$ cat src/rtl/alu_gate_issue_rv32i.sv
// Issue/writeback sequencer for the RV32I XOR/OR/AND(+I) datapath: decodes one
// request, drives an external combinational gate ALU for one cycle, returns the result.
module alu_gate_issue_rv32i (
    input  logic        clk,
    input  logic        rst,
    input  logic        req_valid,
    output logic        req_ready,
    input  logic [31:0] req_instr,
    input  logic [31:0] req_rs1_val,
    input  logic [31:0] req_rs2_val,
    output logic [31:0] alu_in1,
    output logic [31:0] alu_in2,
    output logic [1:0]  alu_type,
    input  logic [31:0] alu_out,
    output logic        rsp_valid,
    input  logic        rsp_ready,
    output logic [4:0]  rsp_rd,
    output logic [31:0] rsp_data,
    output logic        rsp_wen,
    output logic        rsp_illegal
);

    typedef enum logic [1:0] {
        ST_IDLE = 2'b00,
        ST_EXEC = 2'b01,
        ST_RESP = 2'b10
    } state_e;

    localparam logic [6:0] OPC_R     = 7'b0110011;
    localparam logic [6:0] OPC_I     = 7'b0010011;
    localparam logic [1:0] TYPE_IDLE = 2'b11;

    state_e      state_q, state_d;
    logic        req_ready_q, req_ready_d;
    logic        rsp_valid_q, rsp_valid_d;
    logic [31:0] alu_in1_q, alu_in1_d;
    logic [31:0] alu_in2_q, alu_in2_d;
    logic [1:0]  alu_type_q, alu_type_d;
    logic [4:0]  rsp_rd_q, rsp_rd_d;
    logic [31:0] rsp_data_q, rsp_data_d;
    logic        rsp_wen_q, rsp_wen_d;
    logic        rsp_illegal_q, rsp_illegal_d;

    logic        dec_opc_ok_s;
    logic        dec_f3_ok_s;
    logic        dec_legal_s;
    logic [1:0]  dec_type_s;
    logic [31:0] dec_in2_s;

    // Instruction decode: legality, ALU select and second operand.
    always_comb begin
        dec_opc_ok_s = 1'b0;
        dec_f3_ok_s  = 1'b0;
        dec_type_s   = TYPE_IDLE;
        dec_in2_s    = req_rs2_val;
        if (req_instr[6:0] == OPC_I) begin
            dec_opc_ok_s = 1'b1;
            dec_in2_s    = {{20{req_instr[31]}}, req_instr[31:20]};
        end else if ((req_instr[6:0] == OPC_R) && (req_instr[31:25] == 7'b0000000)) begin
            dec_opc_ok_s = 1'b1;
            dec_in2_s    = req_rs2_val;
        end else begin
            dec_opc_ok_s = 1'b0;
            dec_in2_s    = req_rs2_val;
        end
        case (req_instr[14:12])
            3'b100:  begin dec_f3_ok_s = 1'b1; dec_type_s = 2'b00; end
            3'b110:  begin dec_f3_ok_s = 1'b1; dec_type_s = 2'b01; end
            3'b111:  begin dec_f3_ok_s = 1'b1; dec_type_s = 2'b10; end
            default: begin dec_f3_ok_s = 1'b0; dec_type_s = TYPE_IDLE; end
        endcase
        dec_legal_s = dec_opc_ok_s && dec_f3_ok_s;
    end

    // Next-state and next-output logic of the issue FSM.
    always_comb begin
        state_d       = state_q;
        req_ready_d   = req_ready_q;
        rsp_valid_d   = rsp_valid_q;
        alu_in1_d     = alu_in1_q;
        alu_in2_d     = alu_in2_q;
        alu_type_d    = alu_type_q;
        rsp_rd_d      = rsp_rd_q;
        rsp_data_d    = rsp_data_q;
        rsp_wen_d     = rsp_wen_q;
        rsp_illegal_d = rsp_illegal_q;
        case (state_q)
            ST_IDLE: begin
                if (req_valid) begin
                    alu_in1_d   = req_rs1_val;
                    alu_in2_d   = dec_in2_s;
                    rsp_rd_d    = req_instr[11:7];
                    rsp_data_d  = 32'h0000_0000;
                    req_ready_d = 1'b0;
                    if (dec_legal_s) begin
                        alu_type_d    = dec_type_s;
                        rsp_wen_d     = (req_instr[11:7] != 5'd0);
                        rsp_illegal_d = 1'b0;
                        rsp_valid_d   = 1'b0;
                        state_d       = ST_EXEC;
                    end else begin
                        // Illegal ops skip the ALU entirely and answer next cycle.
                        alu_type_d    = TYPE_IDLE;
                        rsp_wen_d     = 1'b0;
                        rsp_illegal_d = 1'b1;
                        rsp_valid_d   = 1'b1;
                        state_d       = ST_RESP;
                    end
                end else begin
                    state_d = ST_IDLE;
                end
            end
            ST_EXEC: begin
                rsp_data_d  = alu_out;
                alu_type_d  = TYPE_IDLE;
                rsp_valid_d = 1'b1;
                state_d     = ST_RESP;
            end
            ST_RESP: begin
                if (rsp_ready) begin
                    rsp_valid_d = 1'b0;
                    req_ready_d = 1'b1;
                    state_d     = ST_IDLE;
                end else begin
                    state_d = ST_RESP;
                end
            end
            default: begin
                state_d     = ST_IDLE;
                req_ready_d = 1'b1;
                rsp_valid_d = 1'b0;
                alu_type_d  = TYPE_IDLE;
            end
        endcase
    end

    // State and output registers with synchronous reset.
    always_ff @(posedge clk) begin
        if (rst) begin
            state_q       <= ST_IDLE;
            req_ready_q   <= 1'b1;
            rsp_valid_q   <= 1'b0;
            alu_in1_q     <= 32'h0000_0000;
            alu_in2_q     <= 32'h0000_0000;
            alu_type_q    <= TYPE_IDLE;
            rsp_rd_q      <= 5'd0;
            rsp_data_q    <= 32'h0000_0000;
            rsp_wen_q     <= 1'b0;
            rsp_illegal_q <= 1'b0;
        end else begin
            state_q       <= state_d;
            req_ready_q   <= req_ready_d;
            rsp_valid_q   <= rsp_valid_d;
            alu_in1_q     <= alu_in1_d;
            alu_in2_q     <= alu_in2_d;
            alu_type_q    <= alu_type_d;
            rsp_rd_q      <= rsp_rd_d;
            rsp_data_q    <= rsp_data_d;
            rsp_wen_q     <= rsp_wen_d;
            rsp_illegal_q <= rsp_illegal_d;
        end
    end

    assign req_ready   = req_ready_q;
    assign rsp_valid   = rsp_valid_q;
    assign alu_in1     = alu_in1_q;
    assign alu_in2     = alu_in2_q;
    assign alu_type    = alu_type_q;
    assign rsp_rd      = rsp_rd_q;
    assign rsp_data    = rsp_data_q;
    assign rsp_wen     = rsp_wen_q;
    assign rsp_illegal = rsp_illegal_q;

endmodule

$ cat config.mk
export PLATFORM = sky130hd
export DESIGN_NAME = alu_gate_issue_rv32i
export DESIGN_NICKNAME = d
export VERILOG_FILES = /design/src/rtl/alu_gate_issue_rv32i.sv
export SDC_FILE = /design/constraint.sdc
export NUM_CORES = 1
export LEC_CHECK = 0
export BUFFER_PORTS_ARGS = -buffer_cell sky130_fd_sc_hd__buf_4
export CAP_MARGIN = 20
export CORE_MARGIN = 5
export CORE_UTILIZATION = 43
export DETAILED_ROUTE_END_ITERATION = 7
export GPL_TIMING_DRIVEN = 0
export MAX_ROUTING_LAYER = met4
export PLACE_DENSITY = 0.79
export SLEW_MARGIN = 20
export SYNTH_ARGS = -nofsm -noshare
export SYNTH_HDL_FRONTEND = slang
export SYNTH_SLANG_ARGS = --single-unit
export TNS_END_PERCENT = 100
$ cat constraint.sdc
create_clock -name clk -period 2.75 [get_ports clk]
set_clock_uncertainty 0.2 [all_clocks]
set_input_delay 0.55 -clock clk [delete_from_list [all_inputs] [get_ports clk]]
set_output_delay 0.55 -clock clk [all_outputs]
set_load 0.02 [all_outputs]
# Word-level counts from Yosys, hierarchy flattened
# Index checks and enable logic that the tools add are counted.
classes:
  n_eq_ne: 9
  n_mux: 22
  n_bitwise: 2
  n_reduce_logical: 12
op_table:
  columns: ["operator", "n"]
  rows:
  - ["$mux 32", 2]
  - ["$pmux 32 s2", 1]
  - ["$pmux 2 s3", 2]
  - ["$mux 2", 5]
  - ["$eq 3x3->1 const B", 3]
  - ["$mux 1", 9]
  - ["$reduce_and 2->1", 4]
  - ["$eq 7x5->1 const B", 1]
  - ["$eq 7x6->1 const B", 1]
  - ["$logic_not 7->1", 1]
  - ["$pmux 1 s3", 2]
  - ["$reduce_bool 5->1", 1]
  - ["$ne 2x2->1 const B", 2]
  - ["$pmux 2 s2", 1]
  - ["$reduce_and 3->1", 1]
  - ["$reduce_or 3->1", 1]
  - ["$eq 2x1->1 const B", 1]
  - ["$eq 2x2->1 const B", 1]
  - ["$logic_and 1x1->1", 2]
  - ["$logic_not 2->1", 1]
  - ["$not 1->1", 2]
  - ["$reduce_bool 2->1", 1]
totals:
  ff_bits: 109

# Logic depth before layout (Yosys ltp)
# Gate-level depths: netlist of the first run.
depth:
  word_depth: 8
  depth_mapped: 7

# Worst setup path before layout of the first run
# Ideal clock, no wire load.
synth_timing:
  path_type: "input-to-reg"
  startpoint: "in req_instr[3]"
  endpoint: "reg alu_in2_q[16] (netlist: alu_in2[16])"
  setup_time_ns: 0.132
  arrival_ns: 1.890
  path_slack_ns: 0.528
  cell_stages: 6
  path_buffers: 2
  cell_sequence: "or4b_4 > or3_1 > buf_6 > buf_6 > a21oi_1 > nor3_1"
synth_via:
  elab_chain_cells: 2
synth_lines:
  columns: ["element", "line_no", "rtl"]
  rows:
  - ["from (decl)", "8", "input logic [31:0] req_instr,"]
  - ["$eq 7x5->1", "56", "if (req_instr[6:0] == OPC_I) begin"]
  - ["$mux 32", "56", null]
  - ["to (signal assigned)", "155", "alu_in2_q <= alu_in2_d;"]
  - ["to (decl)", "37", "logic [31:0] alu_in2_q, alu_in2_d;"]
# No other way between the ends.
# A chain may end at the register's enable or synchronous reset.

# Worst setup path after layout of the first run
layout_timing:
  startpoint: "reg state_q[1]"
  endpoint: "reg rsp_rd_q[3] (netlist: rsp_rd[3])"
layout_via:
  elab_chain_cells: 2
layout_lines:
  columns: ["element", "line_no", "rtl"]
  rows:
  - ["from (decl)", "33", "state_e state_q, state_d;"]
  - ["from (signal assigned)", "151", "state_q <= state_d;"]
  - ["$logic_not 2->1", "87", "case (state_q)"]
  - ["$reduce_and 2->1 (no source line)", null, null]
  - ["to (signal assigned)", "157", "rsp_rd_q <= rsp_rd_d;"]
  - ["to (decl)", "39", "logic [4:0] rsp_rd_q, rsp_rd_d;"]
# No other way between the ends.

==> results.yml, run 1 <==
run_status:
  status: "complete, no violations"
placed_design:
  dpl.hpwl_mm: 10.4
  place.gp.congestion: 0.883
  dp_slack_ns: 0.200
  io_buffers: 232
worst_setup_path:
  cp.arrival_ns: 2.26
  r2r-end: "rsp_rd[3]"
  r2r_start: "state_q[1]"
  crit_path_end_kind: "register"
  cp-start-kind: "register"
  crit_type: "reg2reg"
  rr_worst_depth: 5
  rrSetupSlack_ns: 0.57
  cp_max_fo: 10
  crit_required_ns: 2.83
pwr:
  vdd_drop_max_mv: 0.331
  pwr_density_cell_nw_per_um2: 525
  power_leakage_nw: 2.75
synth:
  ys.flop_type: "dfxtp_1"
  synth.net_count: 605
  avgSynthCellArea_um2: 8.58
  synth-async-reset-ratio_pct: 0
  synthTopCellsByArea: "dfxtp_1, nand2_1, nor2_1"
  yosys-top-cells-count: "dfxtp_1, nand2_1, nor2_1"
  synth_cells: 473
  synth_seq_area_share_pct: 53.8
  yosysUniqueCellTypes: 36
  yosysWarnings: 0
  netlist_area_um2: 4060
  synth-seq-cells: 109
  yosys.area.top_type_share_pct: 53.8
  yosysTopAreaCell: "dfxtp_1"
  synth.most_common_cell: "dfxtp_1"
  synth_edf_count: 0
drt:
  wl_mm: 13.1
  post_drt_wl_per_cell_um: 15.4
  ant_nets: 0
  dr.pass1.iters: 4
  vias: 4237
  avgViaCountPerCell: 4.98
  drc: 0
  drt_iter0_markers: 247
clocking:
  cts_resized: 0
  clockRootBuffer: "clkbuf_8"
  holdBufCountCts: 0
  postCtsSetupBuffers: 0
  cts_tree: "done"
  worstSkewPairLatency_ns: 0.35
  cts_inserted_buffers: 9
  clockBufferDepth: 2
  cts.sinks: 109
  cts-htree-levels: 3
  clk_pin_slew_ns: 0.11
floorplanning:
  rows: 35
  core_area_um2: 9240
  die_h_um: 107
  num_io_pins: 239
  initial_utilization_pct: 43.9
  die_w_um: 107
  fp.dieArea_um2: 11500
timing:
  setup_tns_ns: 0
  worst_slack_ns: 0.565
  rsz0062_at_grt: "false"
  period_share_pct: 79.4
  finalCriticalPeriod_ns: 2.18
  hold_viol_final: 0
  tightest_slew_ns: 0.619
  drv_slew: 0
  max_freq_mhz: 458
  slew_headroom_pct: 58.6
  setup_viol: 0
grt:
  grt_antenna_before_repair: 0
  grt-ovfl-total: 0
  grt_pass1_vias: 4094
  grt_max_degree: 20
  grt_pass1_wl_mm: 20.0
  track_usage_pct: 22.4
cells_and_area:
  diodes: 0
  fin_nets: 848
  utilization_pct: 66.5
  drive_gt1_share_pct: 38.6
  fill_cells: 811
  area_growth_pct: 51.4
hold_path:
  holdPathStages: 3
  hp-class: "in2reg"
  hp-start: "alu_out[6]"
  hold_end: "rsp_data[6]"
job:
  cap_violations: 0
state kept, by name, indices dropped and copies added, names as in the netlist:
signal       cells
state_q          2
rsp_rd           5
rsp_wen          1
rsp_illegal      1
rsp_data        32
alu_in1         32
rsp_valid        1
alu_type         2
alu_in2         32
req_ready        1
per-stage QoR:
stage	power [mW]	std cells	instance area (um^2)	hold slack, ns
after detailed placement	2.36	834	5960	0.249
after floorplan	2.02	473	4060	0.333
after global routing	3.40	850	6140	0.199
final	3.22	850	6140	0.220
after global placement	2.34	834	5960	0.242
after CTS	3.25	850	6140	0.209
critical path: stages (launching register included):
cell and delay (ns):
dfxtp_1 0.38, nor3b_2 0.56, buf_2 0.35, buf_1 0.39
nand2_1 0.11, a21oi_1 0.13
final cells by class:
type                       instances  area (um^2)  share of cell area, %
sequential                       109         2180                   35.5
clock buffer                       9          124                   2.02
timing repair buffer             232         1740                   28.4
buffer                            40          195                   3.18
multi-input combinational        321         1670                   27.2
tap                              129          161                   2.63
inverter                           3         11.3                  0.183
clock inverter                     7         57.6                  0.937
routing by layer:
metal | global-route usage, % | vias to the layer above | wire [um] | part of all wire (%)
met5 | - | - | 0 | 0
met4 | 7.95 | 0 | 325 | 2.5
met3 | 3.79 | 25 | 714 | 5.5
met2 | 37.8 | 151 | 6790 | 52
met1 | 26.9 | 1961 | 5220 | 40
li1 | - | 2100 | - | -
cells by family after synthesis:
| group | share of synthesized area (%) |
|---|---|
| AND/OR/NAND/NOR | 22.5 |
| XOR/XNOR | 0.216 |
| AO/OA/AOI/OAI | 18.4 |
| buffers and inverters | 5.09 |
| flip-flops | 53.8 |
cells in the final DEF, fill, tap and decap left out, drive strengths merged, types with 4 or more instances in the layout:
cell	n
buf	245
dfxtp	109
nand2	89
nor2	73
a21oi	59
clkbuf	36
a22oi	32
nor3	32
a311oi	6
inv	6
nor4	5
clkinv	4
where the power goes:
part           internal (mW)  switching [mW]
logic                  0.288           0.327
registers               1.66          0.0437
clock network          0.344           0.562
worst max path at each step:
| stage | startpoint | end | slack (ns) | cells past startpoint |
|---|---|---|---|---|
| 2_1_floorplan | req_instr[3] | alu_in2[16] | 0.53 | 6 |
| 3_3_place_gp | req_instr[26] | state_q[1] | 0.21 | 5 |
| 3_5_place_dp | req_instr[26] | state_q[1] | 0.20 | 5 |
| 4_1_cts | state_q[1] | rsp_rd[2] | 0.54 | 5 |
| 5_1_grt | state_q[1] | alu_in1[31] | 0.40 | 5 |
| 6_report | state_q[1] | rsp_rd[3] | 0.57 | 5 |
Power figures use the tool's default switching activity.
==> run 2, diff against run 1 <==
Settings changed: ABC_AREA set to 1, CORE_UTILIZATION 43 to 40, PLACE_DENSITY 0.79 to 0.77.
Clock period 2.75 ns to 1.9 ns, I/O delays scaled along.
==> results.yml, run 2 <==
drt:
  avgViaCountPerCell: 4.78
  drc: 0
  wl_mm: 13.6
  ant_nets: 0
  drt_iter0_markers: 217
  post_drt_wl_per_cell_um: 14.3
  dr.pass1.iters: 4
  vias: 4535
placed_design:
  dp_slack_ns: 0.107
  postPlaceCellArea_um2: 6140
  dpl.hpwl_mm: 10.7
  placed_cells: 933
  io_buffers: 233
  place.gp.congestion: 0.901
synth:
  synth.most_common_cell: "nand2_1"
  yosysWarnings: 0
  netlist_area_um2: 4220
  synth-seq-cells: 109
  synth-async-reset-ratio_pct: 0
  synth_edf_count: 0
  synthTopCellsByArea: "dfxtp_1, nand2_1, nor2_1"
  yosys-top-cells-count: "nand2_1, dfxtp_1, nor2_1"
  yosysUniqueCellTypes: 22
  avgSynthCellArea_um2: 7.49
  synth.net_count: 696
  ys.flop_type: "dfxtp_1"
  synth_seq_area_share_pct: 51.7
  synth_cells: 564
  yosysTopAreaCell: "dfxtp_1"
  yosys.area.top_type_share_pct: 51.7
floorplanning:
  die_h_um: 113
  initial_utilization_pct: 40.9
  die_w_um: 113
  core_area_um2: 10300
  fp.dieArea_um2: 12700
  rows: 37
  num_io_pins: 239
timing:
  rsz0062_at_grt: "false"
  setup_tns_ns: 0
  max_freq_mhz: 634
  drv_slew: 0
  slew_headroom_pct: 66.9
  worst_slack_ns: 0.323
  tightest_slew_ns: 0.497
  period_share_pct: 83.0
  setup_viol: 0
  finalCriticalPeriod_ns: 1.58
  hold_slack_ns: 0.0262
  hold_viol_final: 0
clocking:
  cts_inserted_buffers: 9
  cts-htree-levels: 3
  clockBufferDepth: 2
  holdBufCountCts: 0
  worstSkewPairLatency_ns: 0.35
  cts_resized: 0
  cts.sinks: 109
  clk_pin_slew_ns: 0.11
  clockRootBuffer: "clkbuf_8"
  cts_tree: "done"
  postCtsSetupBuffers: 0
cells_and_area:
  diodes: 0
  area_growth_pct: 50.0
  utilization_pct: 61.4
  finalNonFillerCells: 949
  final_cell_area_um2: 6340
  fill_cells: 934
  fin_nets: 940
  mostFrequentLayoutCells: "buf_4, nand2_1, dfxtp_1"
  drive_gt1_share_pct: 34.7
  final_common_cell: "buf_4"
grt:
  grt_pass1_vias: 4535
  grt-ovfl-total: 0
  track_usage_pct: 21.2
  grt_pass1_wl_mm: 21.6
  grt_antenna_before_repair: 0
  grt_busiest_layer: "met2"
  grtUsageMet3_pct: 5.67
  grt_max_degree: 20
  gr-usage-met2_pct: 35.4
  use_met1_pct: 25.2
run_status:
  status: "complete, no violations"
worst_setup_path:
  cp.arrival_ns: 1.64
  cp_max_fo: 10
  crit_required_ns: 1.96
  crit_type: "reg2reg"
  crit_path_end_kind: "register"
  cp-start-kind: "register"
pwr:
  vdd_drop_max_mv: 0.366
  power_leakage_nw: 3.21
  pwr_density_cell_nw_per_um2: 760
  fin_total_pwr_mw: 4.81
hold_path:
  hp-class: "in2reg"
job:
  cap_violations: 0
## run 2: layout make-up
class	count	area (um^2)	area share (%)
flip-flops and latches	109	2180	34.4
inverters	50	188	2.96
repair buffers	233	1750	27.6
plain buffers	35	191	3.02
well taps	136	170	2.69
clock buffers	10	138	2.17
multi-input cells	370	1660	26.2
clock inverters	6	55.1	0.869
## run 2: kinds of logic after synthesis
logic type	count (synthesis)	synth area share, %
AND/OR/NAND/NOR	258	24.3
AO/OA/AOI/OAI	112	15.1
flip-flops	109	51.7
buffers and inverters	85	8.98
## run 2: path summary, 6_finish.rpt
path | depth (start not counted) | endpoint | slack, ns | start
worst min-delay path | 3 | alu_in1[22] | 0.03 | req_rs1_val[22]
worst min register to register | 2 | rsp_data[1] | 0.27 | rsp_data[1]
worst max-delay path | 8 | alu_in2[10] | 0.32 | state_q[0]
worst max register to register | 8 | alu_in2[10] | 0.32 | state_q[0]
## run 2: critical path, stage by stage, from the launching register on
cell,delay (ns)
dfxtp_1,0.34
inv_2,0.09
nand2_2,0.09
nor2_4,0.15
buf_6,0.17
buf_4,0.19
nand3_1,0.10
o211ai_1,0.09
inv_1,0.07
## run 2: per-layer routing
layer  part of all wire (%)  up-vias
met3                    8.7       18
met2                     48      184
met5                      0        -
met1                     42     2054
li1                       -     2279
met4                    1.5        0
## run 2: power by group
group          internal, mW  switching [mW]
logic                 0.448           0.507
clock network         0.539           0.836
registers              2.41          0.0708
total                  3.40            1.41
==> run 3, diff against run 2 <==
Settings changed: ABC_AREA 1 to 0, CORE_UTILIZATION 40 to 43, PLACE_DENSITY 0.77 to 0.79.
Clock period 1.9 ns to 1.6 ns, I/O delays scaled along.
==> results.yml, run 3 (synthesis gave the netlist of run 1 again) <==
cells_and_area:
  area_growth_pct: 74.0
  finalNonFillerCells: 894
  fill_cells: 647
  final_common_cell: "buf_4"
  diodes: 0
  mostFrequentLayoutCells: "buf_4, dfxtp_1, nand2_1"
  drive_gt1_share_pct: 44.8
  fin_nets: 892
clocking:
  clockBufferDepth: 2
  cts_tree: "done"
  clk_pin_slew_ns: 0.10
  clockRootBuffer: "clkbuf_8"
  cts-htree-levels: 3
  cts.sinks: 109
  worstSkewPairLatency_ns: 0.34
  cts_inserted_buffers: 9
pwr:
  power_leakage_nw: 3.12
  power_report.internal_total_mw: 4.11
  vdd_drop_max_mv: 0.602
  clkPwrFrac_pct: 26.9
  fin_total_pwr_mw: 5.77
  p_switching_mw: 1.66
  switching_share_pct: 28.8
  pwr_density_cell_nw_per_um2: 818
  p_comb_share_pct: 22.5
  p_seq_share_pct: 50.6
placed_design:
  dpl.hpwl_mm: 10.3
  placed_cells: 834
  place.gp.congestion: 0.893
  io_buffers: 232
worst_setup_path:
  rrSetupSlack_ns: -0.03
  rr_worst_depth: 5
  r2r-end: "alu_in2[4]"
  crit_type: "in2reg"
  cp-start-kind: "input port"
  crit_required_ns: 1.63
  cp.arrival_ns: 1.84
  r2r_start: "state_q[0]"
  crit_path_end_kind: "register"
  cp_max_fo: 7
hold_path:
  hp-class: "in2reg"
  holdPathStages: 3
  hp-start: "req_rs1_val[6]"
  hold_end: "alu_in1[6]"
timing:
  hold_slack_ns: 0.0130
  setup_viol: 38
  max_freq_mhz: 550
  hold_viol_final: 0
  period_share_pct: 114
  finalCriticalPeriod_ns: 1.82
  tightest_slew_ns: 0.612
  drv_slew: 0
  worst_slack_ns: -0.217
  slew_headroom_pct: 59.2
  rsz0062_at_grt: "true"
drt:
  dr.pass1.iters: 4
  wl_mm: 14.3
  drt_iter0_markers: 209
  post_drt_wl_per_cell_um: 16.0
  avgViaCountPerCell: 5.04
  drc: 0
  vias: 4502
  ant_nets: 0
run_status:
  status: "finished, violations left"
  violations: "negative setup slack"
job:
  cap_violations: 0
grt:
  grt_max_degree: 19
  grt_pass1_wl_mm: 20.9
  grt_pass1_vias: 4415
  grt_antenna_before_repair: 0
  grt-ovfl-total: 0
  track_usage_pct: 23.3
floorplanning:
  core_area_um2: 9240
  fp.dieArea_um2: 11500
  initial_utilization_pct: 43.9
  die_w_um: 107
  num_io_pins: 239
  die_h_um: 107
  rows: 35
## run 3: cell types whose count changed in the layout (fill, tap and decap cells not counted), sizes merged, moves of 15 or more
| cell | before | now |
|---|---|---|
| nand2 | 148 | 89 |
| inv | 51 | 5 |
| o21ai | 41 | 2 |
| dlygate4sd3 | 0 | 35 |
| a22oi | 0 | 32 |
| o211ai | 31 | 0 |
| nor3 | 4 | 32 |
| a21oi | 40 | 59 |
| nand3 | 17 | 2 |
| nor2 | 88 | 73 |
## run 3: layout make-up
class	instances	area (um^2)	share of cell area, %
buffer	38	288	4.08
clock buffer	10	138	1.95
clock inverter	6	45.0	0.638
inverter	3	11.3	0.160
multi-input combinational	321	1960	27.8
sequential	109	2190	31.0
tap	129	161	2.29
timing repair buffer	278	2270	32.1
## run 3: power by group through the flow
stage / clock, mW / combinational, mW / sequential [mW]
after global routing: 1.70 / 1.38 / 2.94
after CTS: 1.59 / 1.19 / 2.93
after floorplan: 0 / 0.350 / 3.14
final: 1.55 / 1.30 / 2.92
after detailed placement: 0 / 1.08 / 2.99
after global placement: 0 / 1.06 / 2.98
## run 3: per-stage QoR
step | setup slack (ns) | setup TNS (ns) | utilization (%) | area (um^2)
6_report | -0.217 | -6.69 | 76.4 | 7060
2_1_floorplan | -0.392 | -12.96 | - | 4110
3_5_place_dp | -0.614 | -45.50 | 65.1 | 6010
4_1_cts | -0.174 | -4.32 | 72.6 | 6710
5_1_grt | -0.284 | -7.48 | 76.4 | 7060
3_3_place_gp | -0.609 | -42.92 | 65.1 | 6010
## run 3: worst max path at each step
stage             endpoint  cells past startpoint          start
6_report       alu_in2[27]                      6   req_instr[6]
4_1_cts         state_q[1]                      5  req_instr[26]
3_5_place_dp   alu_in2[29]                      7   req_instr[3]
2_1_floorplan  alu_in2[15]                      6   req_instr[3]
3_3_place_gp   alu_in2[29]                      7   req_instr[3]
5_1_grt        alu_in2[28]                      6   req_instr[6]
## run 3: critical path, stage by stage
cell,delay (ns)
buf_6,0.09
or4b_4,0.57
or3_4,0.47
clkbuf_16,0.20
a21oi_4,0.14
nor3_1,0.06
## run 3: timing repair
item                                    in CTS  in global routing
pin swaps                                   12                 34
resized for setup                           42                 64
endpoints found under the setup margin     106                 89
hold buffers                                34                  1
cloned                                       1                  3
hold endpoints to repair                    34                  1
buffers inserted                             4                  3
## run 3: metal layers
| layer | vias up | global-route usage, % | routed length, um |
|---|---|---|---|
| met2 | 217 | 41.5 | 7270 |
| met5 | - | - | 0 |
| met3 | 21 | 5.00 | 1140 |
| li1 | 2191 | - | - |
| met4 | 0 | 7.67 | 303 |
| met1 | 2073 | 25.8 | 5610 |
